<file path="config.mk">
export PLATFORM = sky130hd
export DESIGN_NAME = mci_mcu_trace_drain
export DESIGN_NICKNAME = d
export VERILOG_FILES = /design/src/rtl/mci_mcu_trace_drain.sv
export SDC_FILE = /design/constraint.sdc
export NUM_CORES = 1
export LEC_CHECK = 0
export CAP_MARGIN = 20
export CORE_ASPECT_RATIO = 0.5
export CORE_MARGIN = 2
export CORE_UTILIZATION = 45
export DETAILED_ROUTE_END_ITERATION = 7
export GPL_TIMING_DRIVEN = 0
export PLACE_DENSITY = 0.81
export SLEW_MARGIN = 10
export SYNTH_ARGS = -nofsm -noshare
export SYNTH_HDL_FRONTEND = slang
export SYNTH_SLANG_ARGS = --single-unit
</file>
<file path="constraint.sdc">
create_clock -name clk -period 2.29 [get_ports clk]
set_input_delay 0.458 -clock clk [delete_from_list [all_inputs] [get_ports clk]]
set_output_delay 0.458 -clock clk [all_outputs]
set_load 0.01 [all_outputs]
</file>
<file path="src/rtl/mci_mcu_trace_drain.sv">
// rtl/mci_mcu_trace_drain.sv - drains the MCU trace buffer over DMI into 128-bit packets
// One DMI read-pointer write per dword; four dwords are assembled per packet.
module mci_mcu_trace_drain #(
  parameter int         NUM_TRACE_ENTRIES         = 64,
  parameter logic [6:0] DMI_REG_TRACE_RD_PTR_ADDR = 7'h5D,
  parameter int         RD_LAT                    = 2
) (
  input  logic         clk,
  input  logic         rst_b,
  input  logic         debug_en,
  input  logic         start,
  input  logic         abort,
  input  logic [31:0]  trace_status_i,
  input  logic [31:0]  trace_wr_ptr_i,
  input  logic [31:0]  trace_data_i,
  output logic         dmi_reg_wen,
  output logic [6:0]   dmi_reg_addr,
  output logic [31:0]  dmi_reg_wdata,
  output logic         pkt_valid,
  input  logic         pkt_ready,
  output logic [127:0] pkt_data,
  output logic         pkt_last,
  output logic         busy,
  output logic         done,
  output logic         err
);

  localparam int ENT_W = $clog2(NUM_TRACE_ENTRIES);
  localparam int PTR_W = ENT_W + 2;
  localparam int CNT_W = ENT_W + 1;
  localparam logic [CNT_W-1:0] FULL_COUNT = CNT_W'(NUM_TRACE_ENTRIES);
  localparam logic [CNT_W-1:0] ONE_LEFT   = CNT_W'(1);
  localparam logic [2:0]       LAT        = 3'(RD_LAT);

  typedef enum logic [2:0] {
    IDLE,
    SETUP,
    WR_PTR,
    WAIT,
    CAPTURE,
    SEND,
    FINISH
  } state_t;

  state_t             r_state;
  logic [PTR_W-1:0]   r_ptr;
  logic [CNT_W-1:0]   r_remaining;
  logic [2:0]         r_wait_cnt;
  logic [127:0]       r_pkt_data;
  logic               r_pkt_valid;
  logic               r_pkt_last;
  logic               r_busy;
  logic               r_done;
  logic               r_err;
  logic               r_dmi_wen;
  logic [6:0]         r_dmi_addr;
  logic [31:0]        r_dmi_wdata;

  logic [PTR_W-1:0]   w_snap_ptr;
  logic               w_wrapped;
  logic               w_valid_data;
  logic [PTR_W-1:0]   w_start_ptr;
  logic [CNT_W-1:0]   w_count;
  logic [PTR_W-1:0]   w_ptr_inc;
  logic [1:0]         w_slot;
  logic               w_kill;
  logic               w_unused;

  assign w_snap_ptr   = trace_wr_ptr_i[PTR_W-1:0];
  assign w_wrapped    = trace_status_i[1];
  assign w_valid_data = trace_status_i[0];
  assign w_start_ptr  = w_wrapped ? w_snap_ptr : '0;
  assign w_count      = w_wrapped ? FULL_COUNT : {1'b0, w_snap_ptr[PTR_W-1:2]};
  assign w_ptr_inc    = r_ptr + PTR_W'(1);
  assign w_slot       = r_ptr[1:0];
  assign w_unused     = ^{trace_status_i[31:2], trace_wr_ptr_i[31:PTR_W]};

  // Abort and loss of debug_en take priority over every busy state, including FINISH.
  assign w_kill = (r_state != IDLE) && (abort || !debug_en);

  always_ff @(posedge clk or negedge rst_b) begin
    if (!rst_b) begin
      r_state     <= IDLE;
      r_ptr       <= '0;
      r_remaining <= '0;
      r_wait_cnt  <= '0;
      r_pkt_data  <= '0;
      r_pkt_valid <= 1'b0;
      r_pkt_last  <= 1'b0;
      r_busy      <= 1'b0;
      r_done      <= 1'b0;
      r_err       <= 1'b0;
      r_dmi_wen   <= 1'b0;
      r_dmi_addr  <= '0;
      r_dmi_wdata <= '0;
    end else begin
      r_dmi_wen   <= 1'b0;
      r_dmi_addr  <= '0;
      r_dmi_wdata <= '0;
      r_done      <= 1'b0;
      if (w_kill) begin
        r_state     <= IDLE;
        r_busy      <= 1'b0;
        r_err       <= 1'b1;
        r_pkt_valid <= 1'b0;
        r_pkt_last  <= 1'b0;
      end else begin
        case (r_state)
          IDLE: begin
            if (start && debug_en) begin
              r_state <= SETUP;
              r_busy  <= 1'b1;
              r_err   <= 1'b0;
            end
          end
          SETUP: begin
            r_ptr       <= w_start_ptr;
            r_remaining <= w_count;
            if (!w_valid_data || (w_count == '0)) begin
              r_state <= FINISH;
            end else begin
              r_state     <= WR_PTR;
              r_dmi_wen   <= 1'b1;
              r_dmi_addr  <= DMI_REG_TRACE_RD_PTR_ADDR;
              r_dmi_wdata <= 32'(w_start_ptr);
            end
          end
          WR_PTR: begin
            r_state    <= WAIT;
            r_wait_cnt <= 3'd1;
          end
          WAIT: begin
            if (r_wait_cnt == LAT) begin
              r_state <= CAPTURE;
            end else begin
              r_wait_cnt <= r_wait_cnt + 3'd1;
            end
          end
          CAPTURE: begin
            r_pkt_data[{w_slot, 5'b0} +: 32] <= trace_data_i;
            r_ptr <= w_ptr_inc;
            if (w_slot == 2'd3) begin
              r_state     <= SEND;
              r_pkt_valid <= 1'b1;
              r_pkt_last  <= (r_remaining == ONE_LEFT);
            end else begin
              r_state     <= WR_PTR;
              r_dmi_wen   <= 1'b1;
              r_dmi_addr  <= DMI_REG_TRACE_RD_PTR_ADDR;
              r_dmi_wdata <= 32'(w_ptr_inc);
            end
          end
          SEND: begin
            if (pkt_ready) begin
              r_pkt_valid <= 1'b0;
              r_pkt_last  <= 1'b0;
              r_remaining <= r_remaining - ONE_LEFT;
              if (r_remaining == ONE_LEFT) begin
                r_state <= FINISH;
              end else begin
                r_state     <= WR_PTR;
                r_dmi_wen   <= 1'b1;
                r_dmi_addr  <= DMI_REG_TRACE_RD_PTR_ADDR;
                r_dmi_wdata <= 32'(r_ptr);
              end
            end
          end
          FINISH: begin
            r_done  <= 1'b1;
            r_busy  <= 1'b0;
            r_state <= IDLE;
          end
          default: begin
            r_state <= IDLE;
            r_busy  <= 1'b0;
          end
        endcase
      end
    end
  end

  assign dmi_reg_wen   = r_dmi_wen;
  assign dmi_reg_addr  = r_dmi_addr;
  assign dmi_reg_wdata = r_dmi_wdata;
  assign pkt_valid     = r_pkt_valid;
  assign pkt_data      = r_pkt_data;
  assign pkt_last      = r_pkt_last;
  assign busy          = r_busy;
  assign done          = r_done;
  assign err           = r_err;

endmodule

</file>
==> flow_summary_export.csv <==
group,metric,value,unit
synth,synth.cell_area,7490,sq um
pwr,finalPower,0.00852,W
pwr,vdd_drop_max,711,uV
synth,ys_async_sr_fraction,100,%
drt,dr.pass1.iters,5,
final_layout,final_core_util,64.4,%
drt,drc,0,
clock_network,cts_tree,"yes",
final_layout,drive_gt1_share,9.66,%
clock_network,cts.sinks,163,
critical_path,cp-end-kind,"flip-flop",
synth,ys_types,59,
sta,max_freq,465,MHz
grt,grt.overflow.total,0,
clock_network,h-tree-depth,4,
pwr,swShare,34.3,%
pwr,leakagePower,4.48,nW
grt,first_global_vias,6604,
synth,yosys.area.top_type,"dfrtp_1",
sta,slew_violations,0,
floorplan,die_y,95.2,um
run,cap_violations,0,
place,place_ws,-588,ps
clock_network,cts_root_buffer,"clkbuf_16",
place,io_buffer_count,194,
drt,wl_per_cell,16.6,um
grt,grtUsageMet1,32.5,%
critical_path,crit_path_max_fanout,8,
grt,grt_pass1_wl,35.0,mm
floorplan,io_pins,275,
critical_path,setup.worst_path.start_class,"flip-flop",
final_layout,layout.cells.non_filler,1324,
sta,hold_viol_final,0,
place,dp_hpwl,15.8,mm
floorplan,core_area,16400,sq um
grt,use_met2,43.2,%
grt,antenna_found_initial,0,
grt,grt_max_degree,84,
critical_path,r2r-start,"r_ptr[0]",
drt,ant_nets,0,
synth,synth_area_leaders,"dfrtp_1 54%, nand2_1 14%, o21ai_0 8.4%",
grt,use_met3,4.31,%
final_layout,layout.nets,1197,
final_layout,diodes,0,
critical_path,critical_path_class,"flip-flop to flip-flop",
drt,post_drt_via_cell_ratio,5.27,
floorplan,fp-row-count,33,
critical_path,arrival,2470,ps
synth,synthCells,843,
drt,routed_wl,22.0,mm
sta,setup_slack,141,ps
drt,drt_iter0_markers,519,
clock_network,cts_buffers,17,
place,post-place-cells,1290,
sta,timing.final.crit_share,93.8,%
clock_network,ctsHoldBuffers,0,
pwr,p_int,0.00559,W
critical_path,worstSetupStartpoint,"r_ptr[0]",
pwr,pwr-share-clk,34.2,%
floorplan,die_w,186,um
grt,grtUsageTotal,24.9,%
clock_network,clock_latency,420,ps
clock_network,cts.clk_slew.worst_paths,80,ps
synth,netlist.area_leader.share,54.4,%
synth,yosysWarnings,0,
pwr,seq_power_share,39.4,%
pwr,switching_power,0.00292,W
outcome,status,"completed",
sta,rsz0062_at_grt,"false",
floorplan,dieArea,17800,sq um
place,gp_congestion,0.901,
sta,slew_headroom,50.3,%
sta,setup_violations,0,
pwr,pwr-share-comb,26.5,%
synth,synth_edf_count,0,
synth,syn_avg_cell_area,8.89,sq um
clock_network,max-clock-path-buffers,2,
synth,synthFlopType,"dfrtp_1",
synth,yosysSeqAreaShare,54.4,%
final_layout,area_delta_synth_final,40.6,%
sta,tightest_slew,739,ps
drt,vias,6983,
pwr,powerDensity,808,nW/um^2
min_path,hold_class,"input pin to asynchronous set/reset pin",
sta,period_needed,2150,ps
grt,grt.busiest_layer,"met2",
floorplan,start_util,45.8,%
critical_path,required,2610,ps
sta,clock_skew,10.7,ps
synth,ys_seq_elements,163,
[metrics by stage]
step	TNS (ps)	cell area (sq um)	hold slack [ps]
final	0	10500	4.01
after global placement	-956810	9810	463
after global routing	0	10500	51.2
after CTS	-15.4	10500	45.3
after detailed placement	-35890	9850	469
after floorplan	0	7590	162
[kinds of logic (layout without fill, tap and decap cells)]
group | Yosys count | count (layout) | synth area share [%]
simple gates | 348 | 348 | 20.1
other cells | 1 | 26 | 0.0500
fa+ha+maj | 11 | 11 | 1.84
flops | 163 | 163 | 54.4
buf+inv | 95 | 324 | 6.55
compound gates | 225 | 225 | 17.0
[path summary, 6_finish.rpt]
path / end / slack, ps / depth (start not counted)
min in group clk: pkt_data[5] / 480 / 2
hold reg to reg: pkt_data[5] / 480 / 2
hold / removal: r_remaining[1] / 4 / 1
setup reg to reg: dmi_reg_wdata[7] / 140 / 5
setup / recovery: dmi_reg_wdata[7] / 140 / 5
max in group asynchronous: pkt_data[85] / 1460 / 2
[what timing repair did]
item / in CTS / in global routing
setup endpoints to repair: 122 / 108
gates cloned: 0 / 0
setup buffers: 0 / 2
gates resized for setup: 16 / 8
[critical path, stage by stage, from the launching register on]
cell	delay (ps)
dfrtp_2	450
buf_4	170
ha_1	310
or4b_4	570
or3_1	370
a31oi_1	200
[area by class of cell]
type                    instances  area (sq um)
clock inverters                15           178
fillers                      1312          5820
flip-flops and latches        163          4080
inverters                      11          45.0
well taps                     227           284
plain buffers                  84           464
clock buffers                  17           425
multi-input cells             610          3070
repair buffers                197          1990
[Yosys cell counts, drive strengths merged, types with 2 or more instances]
master / count
a211oi: 3
a21oi: 29
a21boi: 2
a22o: 2
clkbuf: 45
nor2b: 7
nand3: 11
a222oi: 2
a2bb2oi: 3
and3: 6
buf: 39
inv: 11
or3b: 2
o22ai: 3
o22a: 4
o31ai: 3
nor3: 5
nand2b: 4
nor3b: 5
or3: 3
a311oi: 2
a41oi: 2
o21ai: 152
a31oi: 8
dfrtp: 163
ha: 11
a32oi: 2
a21o: 2
nand2: 270
nor2: 21
[per-layer routing]
layer	vias to the layer above	wire length, um
met2	289	10700
met5	-	0
met1	3378	9450
li1	3276	-
met3	40	1320
met4	0	554
[power groups by stage]
stage	clock network (W)	logic [W]	registers, W
global placement	0	0.00196	0.00340
detailed placement	0	0.00203	0.00341
finish	0.00291	0.00225	0.00335
CTS	0.00295	0.00210	0.00336
floorplan	0	0.00121	0.00340
global route	0.00307	0.00250	0.00339
[placed cells by master, fill, tap and decap left out, types with 8 or more instances in the layout]
| cell | netlist | layout |
|---|---|---|
| a21oi_1 | 29 | 29 |
| a31oi_1 | 8 | 8 |
| buf_4 | 34 | 36 |
| clkbuf_1 | 45 | 33 |
| clkbuf_16 | 0 | 17 |
| clkbuf_2 | 0 | 12 |
| clkdlybuf4s50_1 | 0 | 193 |
| conb_1 | 1 | 26 |
| dfrtp_1 | 163 | 162 |
| ha_1 | 11 | 9 |
| inv_1 | 11 | 10 |
| nand2_1 | 270 | 270 |
| nand3_1 | 10 | 8 |
| nor2_1 | 21 | 21 |
| o21ai_0 | 126 | 126 |
| o21ai_1 | 25 | 25 |
[sequential cells by signal, indices dropped and copies added (netlist names)]
name and cells:
done 1, dmi_reg_addr 1, pkt_valid 1, r_wait_cnt 3, dmi_reg_wdata 8, r_remaining 7, r_ptr 8, pkt_data 128
r_state 3, err 1, pkt_last 1, busy 1
Note: power is estimated with default switching activity, not from simulation.
